**src/rtl/except_arbiter_seq.sv**
```systemverilog
// Purpose: registered exception/eret/interrupt arbiter for the memory stage, oldest lane wins.
// Latency: request appears one edge after capture; interrupts add INT_SYNC_STAGES edges of sync.
// Backpressure: a captured request is held frozen until flush_ack, then the arbiter re-arms.
module except_arbiter_seq #(
    parameter int          ISSUE_NUM       = 2,
    parameter int          INT_SYNC_STAGES = 2,
    parameter int          ERET_SHADOW     = 2,
    parameter logic [31:0] BEV_BASE        = 32'hbfc00200
) (
    input  logic                                                  clk,
    input  logic                                                  rst,
    input  logic [ISSUE_NUM-1:0]                                  lane_valid,
    input  logic [ISSUE_NUM-1:0]                                  lane_ex_valid,
    input  logic [ISSUE_NUM-1:0]                                  lane_eret,
    input  logic [ISSUE_NUM-1:0]                                  lane_tlb_refill,
    input  logic [5*ISSUE_NUM-1:0]                                lane_exc_code,
    input  logic [32*ISSUE_NUM-1:0]                               lane_extra,
    input  logic [ISSUE_NUM-1:0]                                  lane_delayslot,
    input  logic [32*ISSUE_NUM-1:0]                               lane_pc,
    input  logic                                                  status_ie,
    input  logic                                                  status_exl,
    input  logic                                                  status_erl,
    input  logic                                                  status_bev,
    input  logic                                                  cause_iv,
    input  logic [19:0]                                           ebase,
    input  logic [31:0]                                           epc,
    input  logic [31:0]                                           error_epc,
    input  logic [7:0]                                            interrupt_req,
    input  logic                                                  flush_ack,
    output logic                                                  req_valid,
    output logic                                                  req_eret,
    output logic [4:0]                                            req_code,
    output logic [31:0]                                           req_extra,
    output logic [31:0]                                           req_pc,
    output logic                                                  req_delayslot,
    output logic [((ISSUE_NUM > 1) ? $clog2(ISSUE_NUM) : 1)-1:0]  req_lane,
    output logic [31:0]                                           req_vec,
    output logic                                                  int_masked
);

    // Lane index width; a single-lane build still carries a 1-bit index tied to 0.
    localparam int LANE_W = (ISSUE_NUM > 1) ? $clog2(ISSUE_NUM) : 1;
    // Shadow counter must hold ERET_SHADOW; a zero-length window still needs one bit.
    localparam int SH_W   = (ERET_SHADOW > 0) ? $clog2(ERET_SHADOW + 1) : 1;

    localparam logic [4:0]  CODE_INT  = 5'd0;
    localparam logic [4:0]  CODE_TLBL = 5'd2;
    localparam logic [4:0]  CODE_TLBS = 5'd3;
    localparam logic [11:0] OFF_REFILL = 12'h000;
    localparam logic [11:0] OFF_GEN    = 12'h180;
    localparam logic [11:0] OFF_IV     = 12'h200;

    typedef enum logic {
        ST_IDLE = 1'b0,
        ST_REQ  = 1'b1
    } state_t;

    state_t state;
    state_t state_nxt;

    logic [7:0]      sync_q [INT_SYNC_STAGES];
    logic [7:0]      irq_s;
    logic [SH_W-1:0] shadow_cnt;

    // Oldest valid lane (interrupt attaches here) and oldest excepting/eret lane.
    logic              int_lane_found;
    logic [LANE_W-1:0] int_lane;
    logic [31:0]       int_pc;
    logic              cand_found;
    logic [LANE_W-1:0] cand_lane;
    logic [4:0]        cand_code;
    logic [31:0]       cand_extra;
    logic [31:0]       cand_pc;
    logic              cand_ds;
    logic              cand_eret;
    logic              cand_tlb;

    logic              int_take;

    // Captured fields presented to the request registers.
    logic              capture;
    logic [LANE_W-1:0] cap_lane;
    logic [4:0]        cap_code;
    logic [31:0]       cap_extra;
    logic [31:0]       cap_pc;
    logic              cap_ds;
    logic              cap_eret;
    logic              cap_tlb;
    logic [31:0]       cap_vec;
    logic [31:0]       vec_base;
    logic [11:0]       vec_off;

    // FSM handshake strobes.
    logic              load_req;
    logic              clear_req;
    logic              arm_shadow;

    // Interrupt lines come from another clock domain; plain shift chain, last stage is used.
    always_ff @(posedge clk) begin
        if (rst) begin
            for (int i = 0; i < INT_SYNC_STAGES; i++) begin
                sync_q[i] <= 8'h00;
            end
        end else begin
            sync_q[0] <= interrupt_req;
            for (int i = 1; i < INT_SYNC_STAGES; i++) begin
                sync_q[i] <= sync_q[i-1];
            end
        end
    end

    assign irq_s      = sync_q[INT_SYNC_STAGES-1];
    assign int_masked = (shadow_cnt != '0);

    // Priority scan: lane 0 is oldest, so the first hit in ascending order wins.
    always_comb begin
        int_lane_found = 1'b0;
        int_lane       = '0;
        int_pc         = '0;
        cand_found     = 1'b0;
        cand_lane      = '0;
        cand_code      = '0;
        cand_extra     = '0;
        cand_pc        = '0;
        cand_ds        = 1'b0;
        cand_eret      = 1'b0;
        cand_tlb       = 1'b0;
        for (int i = 0; i < ISSUE_NUM; i++) begin
            if (lane_valid[i] && !int_lane_found) begin
                int_lane_found = 1'b1;
                int_lane       = LANE_W'(i);
                int_pc         = lane_pc[32*i +: 32];
            end
            if (lane_valid[i] && (lane_ex_valid[i] || lane_eret[i]) && !cand_found) begin
                cand_found = 1'b1;
                cand_lane  = LANE_W'(i);
                cand_code  = lane_exc_code[5*i +: 5];
                cand_extra = lane_extra[32*i +: 32];
                cand_pc    = lane_pc[32*i +: 32];
                cand_ds    = lane_delayslot[i];
                // A real exception on an eret instruction is taken as an exception.
                cand_eret  = lane_eret[i] && !lane_ex_valid[i];
                cand_tlb   = lane_tlb_refill[i];
            end
        end
    end

    // Interrupt needs enabled, not already in a handler, outside the eret shadow,
    // and a valid instruction to attach its EPC to.
    assign int_take = status_ie && !status_exl && !status_erl && (irq_s != 8'h00)
                      && !int_masked && int_lane_found;

    // Select what would be captured this cycle; interrupt has priority over lane exceptions.
    always_comb begin
        capture   = 1'b0;
        cap_lane  = '0;
        cap_code  = '0;
        cap_extra = '0;
        cap_pc    = '0;
        cap_ds    = 1'b0;
        cap_eret  = 1'b0;
        cap_tlb   = 1'b0;
        if (int_take) begin
            capture  = 1'b1;
            cap_lane = int_lane;
            cap_code = CODE_INT;
            cap_pc   = int_pc;
        end else if (cand_found) begin
            capture   = 1'b1;
            cap_lane  = cand_lane;
            cap_code  = cand_code;
            cap_extra = cand_extra;
            cap_pc    = cand_pc;
            cap_ds    = cand_ds;
            cap_eret  = cand_eret;
            cap_tlb   = cand_tlb;
        end
    end

    // Redirect target from the CP0 state seen at capture time.
    always_comb begin
        vec_base = status_bev ? BEV_BASE : {ebase, 12'h000};
        vec_off  = OFF_GEN;
        if (!status_exl && cap_tlb && (cap_code == CODE_TLBL || cap_code == CODE_TLBS)) begin
            vec_off = OFF_REFILL;
        end else if (!status_exl && (cap_code == CODE_INT) && cause_iv) begin
            vec_off = OFF_IV;
        end
        if (cap_eret) begin
            cap_vec = status_erl ? error_epc : epc;
        end else begin
            cap_vec = vec_base + {20'h00000, vec_off};
        end
    end

    // State register.
    always_ff @(posedge clk) begin
        if (rst) begin
            state <= ST_IDLE;
        end else begin
            state <= state_nxt;
        end
    end

    // Next-state logic: capture in IDLE, wait for the flush acknowledge in REQ.
    always_comb begin
        state_nxt  = state;
        load_req   = 1'b0;
        clear_req  = 1'b0;
        arm_shadow = 1'b0;
        case (state)
            ST_IDLE: begin
                if (capture) begin
                    load_req  = 1'b1;
                    state_nxt = ST_REQ;
                end
            end
            ST_REQ: begin
                if (flush_ack) begin
                    clear_req  = 1'b1;
                    arm_shadow = req_eret;
                    state_nxt  = ST_IDLE;
                end
            end
            default: begin
                state_nxt = ST_IDLE;
            end
        endcase
    end

    // Request registers: loaded once on capture and frozen until the flush is acknowledged.
    always_ff @(posedge clk) begin
        if (rst) begin
            req_valid     <= 1'b0;
            req_eret      <= 1'b0;
            req_code      <= '0;
            req_extra     <= '0;
            req_pc        <= '0;
            req_delayslot <= 1'b0;
            req_lane      <= '0;
            req_vec       <= '0;
        end else if (load_req) begin
            req_valid     <= 1'b1;
            req_eret      <= cap_eret;
            req_code      <= cap_code;
            req_extra     <= cap_extra;
            req_pc        <= cap_pc;
            req_delayslot <= cap_ds;
            req_lane      <= cap_lane;
            req_vec       <= cap_vec;
        end else if (clear_req) begin
            req_valid     <= 1'b0;
        end
    end

    // Shadow window after an acknowledged eret; counts down to zero in any state.
    always_ff @(posedge clk) begin
        if (rst) begin
            shadow_cnt <= '0;
        end else if (arm_shadow) begin
            shadow_cnt <= SH_W'(ERET_SHADOW);
        end else if (shadow_cnt != '0) begin
            shadow_cnt <= shadow_cnt - 1'b1;
        end
    end

endmodule

```
**config.mk**
```make
export PLATFORM = sky130hd
export DESIGN_NAME = except_arbiter_seq
export DESIGN_NICKNAME = d
export VERILOG_FILES = /design/src/rtl/except_arbiter_seq.sv
export SDC_FILE = /design/constraint.sdc
export NUM_CORES = 1
export LEC_CHECK = 0
export BUFFER_PORTS_ARGS = -buffer_cell sky130_fd_sc_hd__buf_2
export CORE_AREA = 4 4 136 138
export DETAILED_ROUTE_END_ITERATION = 10
export DIE_AREA = 0 0 140 142
export GPL_ROUTABILITY_DRIVEN = 0
export HOLD_SLACK_MARGIN = 0.02
export PLACE_DENSITY = 0.71
export SLEW_MARGIN = 10
export SYNTH_ARGS = -nofsm -noshare
export SYNTH_HDL_FRONTEND = slang
export SYNTH_SLANG_ARGS = --single-unit
export TNS_END_PERCENT = 50
```
**constraint.sdc**
```tcl
create_clock -name clk -period 3.5 [get_ports clk]
set_clock_uncertainty 0.15 [all_clocks]
set_input_delay 0.7 -clock clk [delete_from_list [all_inputs] [get_ports clk]]
set_output_delay 0.7 -clock clk [all_outputs]
set_load 0.01 [all_outputs]
```
==> results of run 1 <==
## cells by family (layout without fill, tap and decap cells)
| group | count (synthesis) | after routing | share of synthesized area [%] |
|---|---|---|---|
| buffers and inverters | 68 | 402 | 5.805 |
| DFF | 124 | 124 | 41.28 |
| and+or+nand+nor | 185 | 185 | 15.25 |
| AOI/OAI and AO/OA | 241 | 241 | 31.50 |
| adders and majority gates | 1 | 1 | 0.2080 |
| muxes | 32 | 32 | 5.951 |
## per-layer routing
| layer | track usage (%) | vias up |
|---|---|---|
| li1 | - | 3045 |
| met1 | 22.75 | 2914 |
| met2 | 34.64 | 258 |
| met3 | 5.511 | 29 |
| met4 | 5.609 | 4 |
| met5 | 0 | - |
## Yosys cell counts, types with 13 or more instances
cell type    n
clkbuf_1    25
buf_2       27
a211oi_2    32
nand2_1     14
nor2b_1     17
a22o_1      23
nor3_1      13
nand3_1     15
o21ai_1     31
a22oi_1     49
mux2_2      30
nor2_1     105
a21oi_1     61
dfxtp_1    124
## state kept, by name (all words and copies together), names as in the netlist
register / flops
req_eret: 1
state: 1
req_extra: 32
req_valid: 1
shadow_cnt: 2
req_pc: 32
req_code: 5
req_lane: 1
req_delayslot: 1
sync_q: 16
req_vec: 32
## worst paths after layout
check | cells after the start | slack [ns] | end | from
worst max-delay path | 8 | 1.12 | req_vec[9] | lane_valid[0]
worst min-delay path | 1 | 0.28 | sync_q[0][11] | sync_q[0][3]
worst max register to register | 5 | 1.20 | req_vec[9] | shadow_cnt[1]
worst min register to register | 1 | 0.28 | sync_q[0][11] | sync_q[0][3]
## power breakdown
group | internal (W) | total (W) | switching [W]
sequential | 0.00153 | 0.00160 | 0.0000616
clock | 0.000980 | 0.00164 | 0.000663
combinational | 0.000404 | 0.000920 | 0.000516
## through the flow
stage / hold slack (ns) / util [%] / power (W) / cell area (um^2)
2_1_floorplan: 0.2638 / - / 0.002175 / 6013
4_1_cts: 0.2854 / 49.16 / 0.004215 / 8443
3_5_place_dp: 0.2718 / 45.94 / 0.002550 / 7890
3_3_place_gp: 0.2666 / 45.94 / 0.002538 / 7890
6_report: 0.2847 / 49.16 / 0.004159 / 8443
5_1_grt: 0.3008 / 49.16 / 0.004362 / 8443
## final cells by class
type	instances	area, um^2	area share [%]
sequential	124	2482	29.40
timing repair buffer	366	1917	22.70
clock buffer	19	432.9	5.127
multi-input combinational	459	3194	37.83
clock inverter	13	120.1	1.423
inverter	4	15.01	0.1778
tap	225	281.5	3.334
## critical path, cell delays in order
cell	delay, ns
buf_2	0.23
o21a_1	0.41
o31a_1	0.27
a21oi_1	0.10
nor3_1	0.22
ha_1	0.28
a32oi_1	0.20
a21oi_1	0.09
==> summary.md, run 1 <==
| Metric | Value |
|---|---|
| Final Max Tran Viols | 0 |
| Hold Crit Class | reg2reg |
| Max Cap Viol | 0 |
| Post-route DRC violation count | 0 |
| Post-Syn Area per Cell | 9.237 um^2 |
| Yosys reg bits | 124 |
| Worst skew pair latency | 0.40 ns |
| Slew @ Worst Pin | 1.050 ns |
| Top sig layer | met5 |
| Post-Synthesis Cells | 651 |
| FFs w/ async S/R, synth | 0% |
| Antenna violations before repair | 2 |
| Pwr dens | 492.6 nW/um^2 |
| Die area | 19,880 um^2 |
| Number of port buffers | 353 |
| Count of hold-fix buffers inserted at cts | 0 |
| H-tree Lvls | 4 |
| Peak supply drop | 0.3727 mV |
| Initial Utilization | 35.01% |
| Slew margin rel. | 30.02% |
| Num ports | 354 |
| Most frequent cells in the layout | buf_2, dfxtp_1, nor2_1 |
| Clock Tree Buf Depth | 2 |
| CORE AREA | 17,180 um^2 |
| Antenna-violating nets left | 0 |
| Total clock buffers created by CTS | 17 |
| Dpl cells | 1,178 |
| Most common cell after layout, fill and taps aside | buf_2 |
| Fin cells | 1,210 |
| Final setup violation count | 0 |
| Tcrit/Tclk final | 67.92% |
| Crit. End Element | flip-flop |
| Clock transition at path regs | 0.06 ns |
| Vias | 6,250 |
| Critical path arrival | 2.49 ns |
| Setup TNS | 0 ns |
| Dpl hpwl | 15.47 mm |
| Syn-to-layout area delta | 40.41% |
| Top FF cell, synth | dfxtp_1 |
| Distinct cells, synth | 51 |
| TritonCTS clock tree | yes |
| Via density | 5.165 |
| Drt initial violations | 276 |
| Gr usage total | 19.38% |
| Post-synth top area cell | dfxtp_1 |
| Nets | 1,221 |
| RSZ-0062 raised after global routing | no |
| Root Buffer Master | clkbuf_16 |
| Kind of critical path | in2reg |
| Drt pass-1 iters | 5 |
| Die Wd | 140 um |
| First-pass GRT wire length | 31.17 mm |
| Total clock sinks | 124 |
| Post-synth top area share | 41.28% |
| Run status | finished clean |
| Register area share after synthesis | 41.28% |
| Synth warn | 0 |
| Layout cell share with drive strength beyond 1 | 50.05% |
| Post-Syn Area | 6013 um^2 |
| Leakage | 3.859 nW |
| Fill cell count | 1,677 |
| Final Critical Period | 2.377 ns |
| Total Wirelength | 20.63 mm |
| Post-synth EDFFs | 0 |
| Die Y | 142 um |
| Row Count | 48 |
| Pin count of the biggest net entering global routing | 65 |
| Post-DR wirelength/cell | 17.05 um |
| Met1 WL | 8.248 mm |
| Vias in the first global route | 6,007 |
| Req. time, crit path | 3.61 ns |
| WL met3 | 1.661 mm |
| Final worst slack | 1.123 ns |
| Met2 WL | 10.36 mm |
| Crit Path Max Fanout | 11 |
| Grt total ovfl | 0 |
| Diode count | 0 |
| Final hold vios | 0 |
| Setup crit start kind | input pin |
| CTS resizes | 0 |
| Fmax | 420.7 MHz |
| Largest cells by area after synthesis | dfxtp_1, a211oi_2, nor2_1 |
| Synth Net Count | 900 |
| Setup bufs post-CTS | 0 |
| Post-Place Worst Slack | 0.7934 ns |
(Power assumes the default switching activity.)
==> run 2: changes to the inputs <==
==> constraint.sdc (replaced) <==
create_clock -name clk -period 2.3 [get_ports clk]
set_clock_uncertainty 0.15 [all_clocks]
set_input_delay 0.46 -clock clk [delete_from_list [all_inputs] [get_ports clk]]
set_output_delay 0.46 -clock clk [all_outputs]
set_load 0.01 [all_outputs]
==> summary.md, run 2 (synthesis results as in run 1) <==
| Metric | Value |
|---|---|
| Clock power share | 39.8% (+0.3 points) |
| Dpl hpwl | 15.56 mm (+0.54%) |
| Dpl cells | 1,190 (+1.0%) |
| Crit Path Max Fanout | 33 (+22) |
| Max Cap Viol | 0 (unchanged) |
| RR Startpoint | shadow_cnt[1] |
| Area of the multi-input gates | 3211 um^2 (+0.51%) |
| Root Buffer Master | clkbuf_16 |
| Critical path arrival | 2.26 ns (-0.23 ns) |
| Sequential share of power | 37.6% (-0.8 points) |
| Final hold slack | 0.1080 ns (-0.1767 ns) |
| Worst hold start | interrupt_req[5] |
| Run status | finished clean |
| CORE AREA | 17,180 um^2 (unchanged) |
| Leakage | 3.950 nW (+2.3%) |
| Via density | 5.178 (+0.24%) |
| Final Critical Period | 2.077 ns |
| Clock transition at path regs | 0.06 ns (about the same) |
| Worst hold stages | 2 (+1) |
| Syn-to-layout area delta | 43.49% |
| Tcrit/Tclk final | 90.32% |
| Row Count | 48 (unchanged) |
| Worst hold endpoint | sync_q[0][5] |
| Setup crit start kind | flip-flop |
| First-pass GRT wire length | 32.27 mm (+3.5%) |
| Most common cell after layout, fill and taps aside | buf_2 |
| Die Y | 142 um (unchanged) |
| Peak supply drop | 0.4491 mV (+21%) |
| Pin count of the biggest net entering global routing | 54 (-17%) |
| Slew margin rel. | 40.92% (+11 points) |
| Sw Ratio | 28.68% (-1.1 points) |
| Sw power | 0.001850 W (+49%) |
| Fin cells | 1,222 (+0.99%) |
| Worst skew pair latency | 0.41 ns (about the same) |
| Die Wd | 140 um (unchanged) |
| Num ports | 354 (unchanged) |
| Total clock sinks | 124 (unchanged) |
| Count of hold-fix buffers inserted at cts | 0 (unchanged) |
| TritonCTS clock tree | yes |
| Setup TNS | 0 ns (unchanged) |
| Total Wirelength | 20.86 mm (+1.1%) |
| Fmax | 481.4 MHz |
| FF-to-FF End | req_pc[4] |
| Post-route DRC violation count | 0 (unchanged) |
| R2R setup slack | 0.22 ns (-0.98 ns) |
| Slew @ Worst Pin | 0.8830 ns (-0.1668 ns) |
| Vias | 6,327 (+1.2%) |
| Gate power share | 22.5% (+0.4 points) |
| Final Max Tran Viols | 0 (unchanged) |
| Hold Crit Class | in2reg |
| Final setup violation count | 0 (unchanged) |
| Clock Tree Buf Depth | 2 (unchanged) |
| Worst Reg-to-Reg Cells | 7 (+2) |
| Fill cell count | 1,655 (-1.3%) |
| Vias in the first global route | 6,346 (+5.6%) |
| Internal power | 0.004599 W (+58%) |
| Post-DR wirelength/cell | 17.07 um (about the same) |
| Req. time, crit path | 2.48 ns (-1.13 ns) |
| Biggest regs | req_extra x32, req_pc x32, req_vec x32 |
| Die area | 19,880 um^2 (unchanged) |
| Grt total ovfl | 0 (unchanged) |
| Kind of critical path | reg2reg |
| RSZ-0062 raised after global routing | no |
| Drt initial violations | 242 (-12%) |
| Initial Utilization | 35.01% (unchanged) |
| Most frequent cells in the layout | buf_2, dfxtp_1, nor2_1 |
| Total clock buffers created by CTS | 17 (unchanged) |
| Number of port buffers | 353 (unchanged) |
| Crit. End Element | flip-flop |
| Register area | 2482 um^2 (unchanged) |
| Drt pass-1 iters | 4 (-1) |
| Antenna-violating nets left | 0 (unchanged) |
| Pwr dens | 747.4 nW/um^2 (+52%) |
| Gr usage total | 20.11% (+0.73 points) |
| Layout cell share with drive strength beyond 1 | 50.60% (+0.55 points) |
| CTS resizes | 0 (unchanged) |
| Final hold vios | 0 (unchanged) |
| Nets | 1,233 (+0.98%) |
| H-tree Lvls | 4 (unchanged) |
| Antenna violations before repair | 1 (-1) |
| Setup bufs post-CTS | 0 (unchanged) |
run 2: through the flow:
step / util [%] / worst slack, ns / cell area, um^2 / total power [W]
4_1_cts: 50.12 / 0.06447 / 8610 / 0.006540
3_3_place_gp: 46.82 / -0.004420 / 8043 / 0.003909
5_1_grt: 50.23 / 0.06403 / 8628 / 0.006775
2_1_floorplan: - / 0.007769 / 6013 / 0.003309
6_report: 50.23 / 0.2227 / 8628 / 0.006449
3_5_place_dp: 46.82 / -0.03387 / 8043 / 0.003930
run 2: power by group through the flow:
stage	sequential [W]	clock (W)	combinational, W
finish	0.00243	0.00257	0.00145
CTS	0.00243	0.00265	0.00146
global route	0.00244	0.00273	0.00160
global placement	0.00246	0	0.00144
floorplan	0.00254	0	0.000765
detailed placement	0.00247	0	0.00146
run 2: metal layers:
metal / global-route usage [%] / vias up / share of wire [%]
met3: 5.410 / 43 / 7.6
met5: 0 / - / 0
met2: 33.86 / 272 / 49
met4: 9.281 / 0 / 3.3
li1: - / 3070 / -
met1: 24.10 / 2942 / 40
run 2: how the worst max path moves through the flow:
| stage | from | to | slack [ns] | cells after the start |
|---|---|---|---|---|
| detailed placement | lane_valid[1] | req_extra[1] | -0.03 | 5 |
| global placement | status_exl | req_pc[28] | -0.004 | 6 |
| global route | shadow_cnt[1] | req_vec[9] | 0.06 | 8 |
| CTS | sync_q[0][9] | req_extra[1] | 0.06 | 5 |
| finish | shadow_cnt[1] | req_pc[4] | 0.22 | 7 |
| floorplan | lane_ex_valid[0] | req_vec[9] | 0.008 | 10 |
run 2: critical path, cell delays in order (launching register included):
cell and delay [ns]:
dfxtp_1 0.33, nor2_2 0.23, o2111ai_2 0.19, buf_4 0.19, nor4b_4 0.35, buf_12 0.25, o21ai_1 0.11, a211oi_2 0.18
run 2: area by class of cell:
| type | instances | share of cell area (%) |
|---|---|---|
| Antenna cell | 1 | 0.02900 |
| Clock buffer | 20 | 5.177 |
| Clock inverter | 11 | 1.392 |
| Inverter | 4 | 0.1740 |
| Multi-Input combinational cell | 459 | 37.21 |
| Sequential cell | 124 | 28.77 |
| Tap cell | 225 | 3.263 |
| Timing Repair Buffer | 378 | 23.98 |
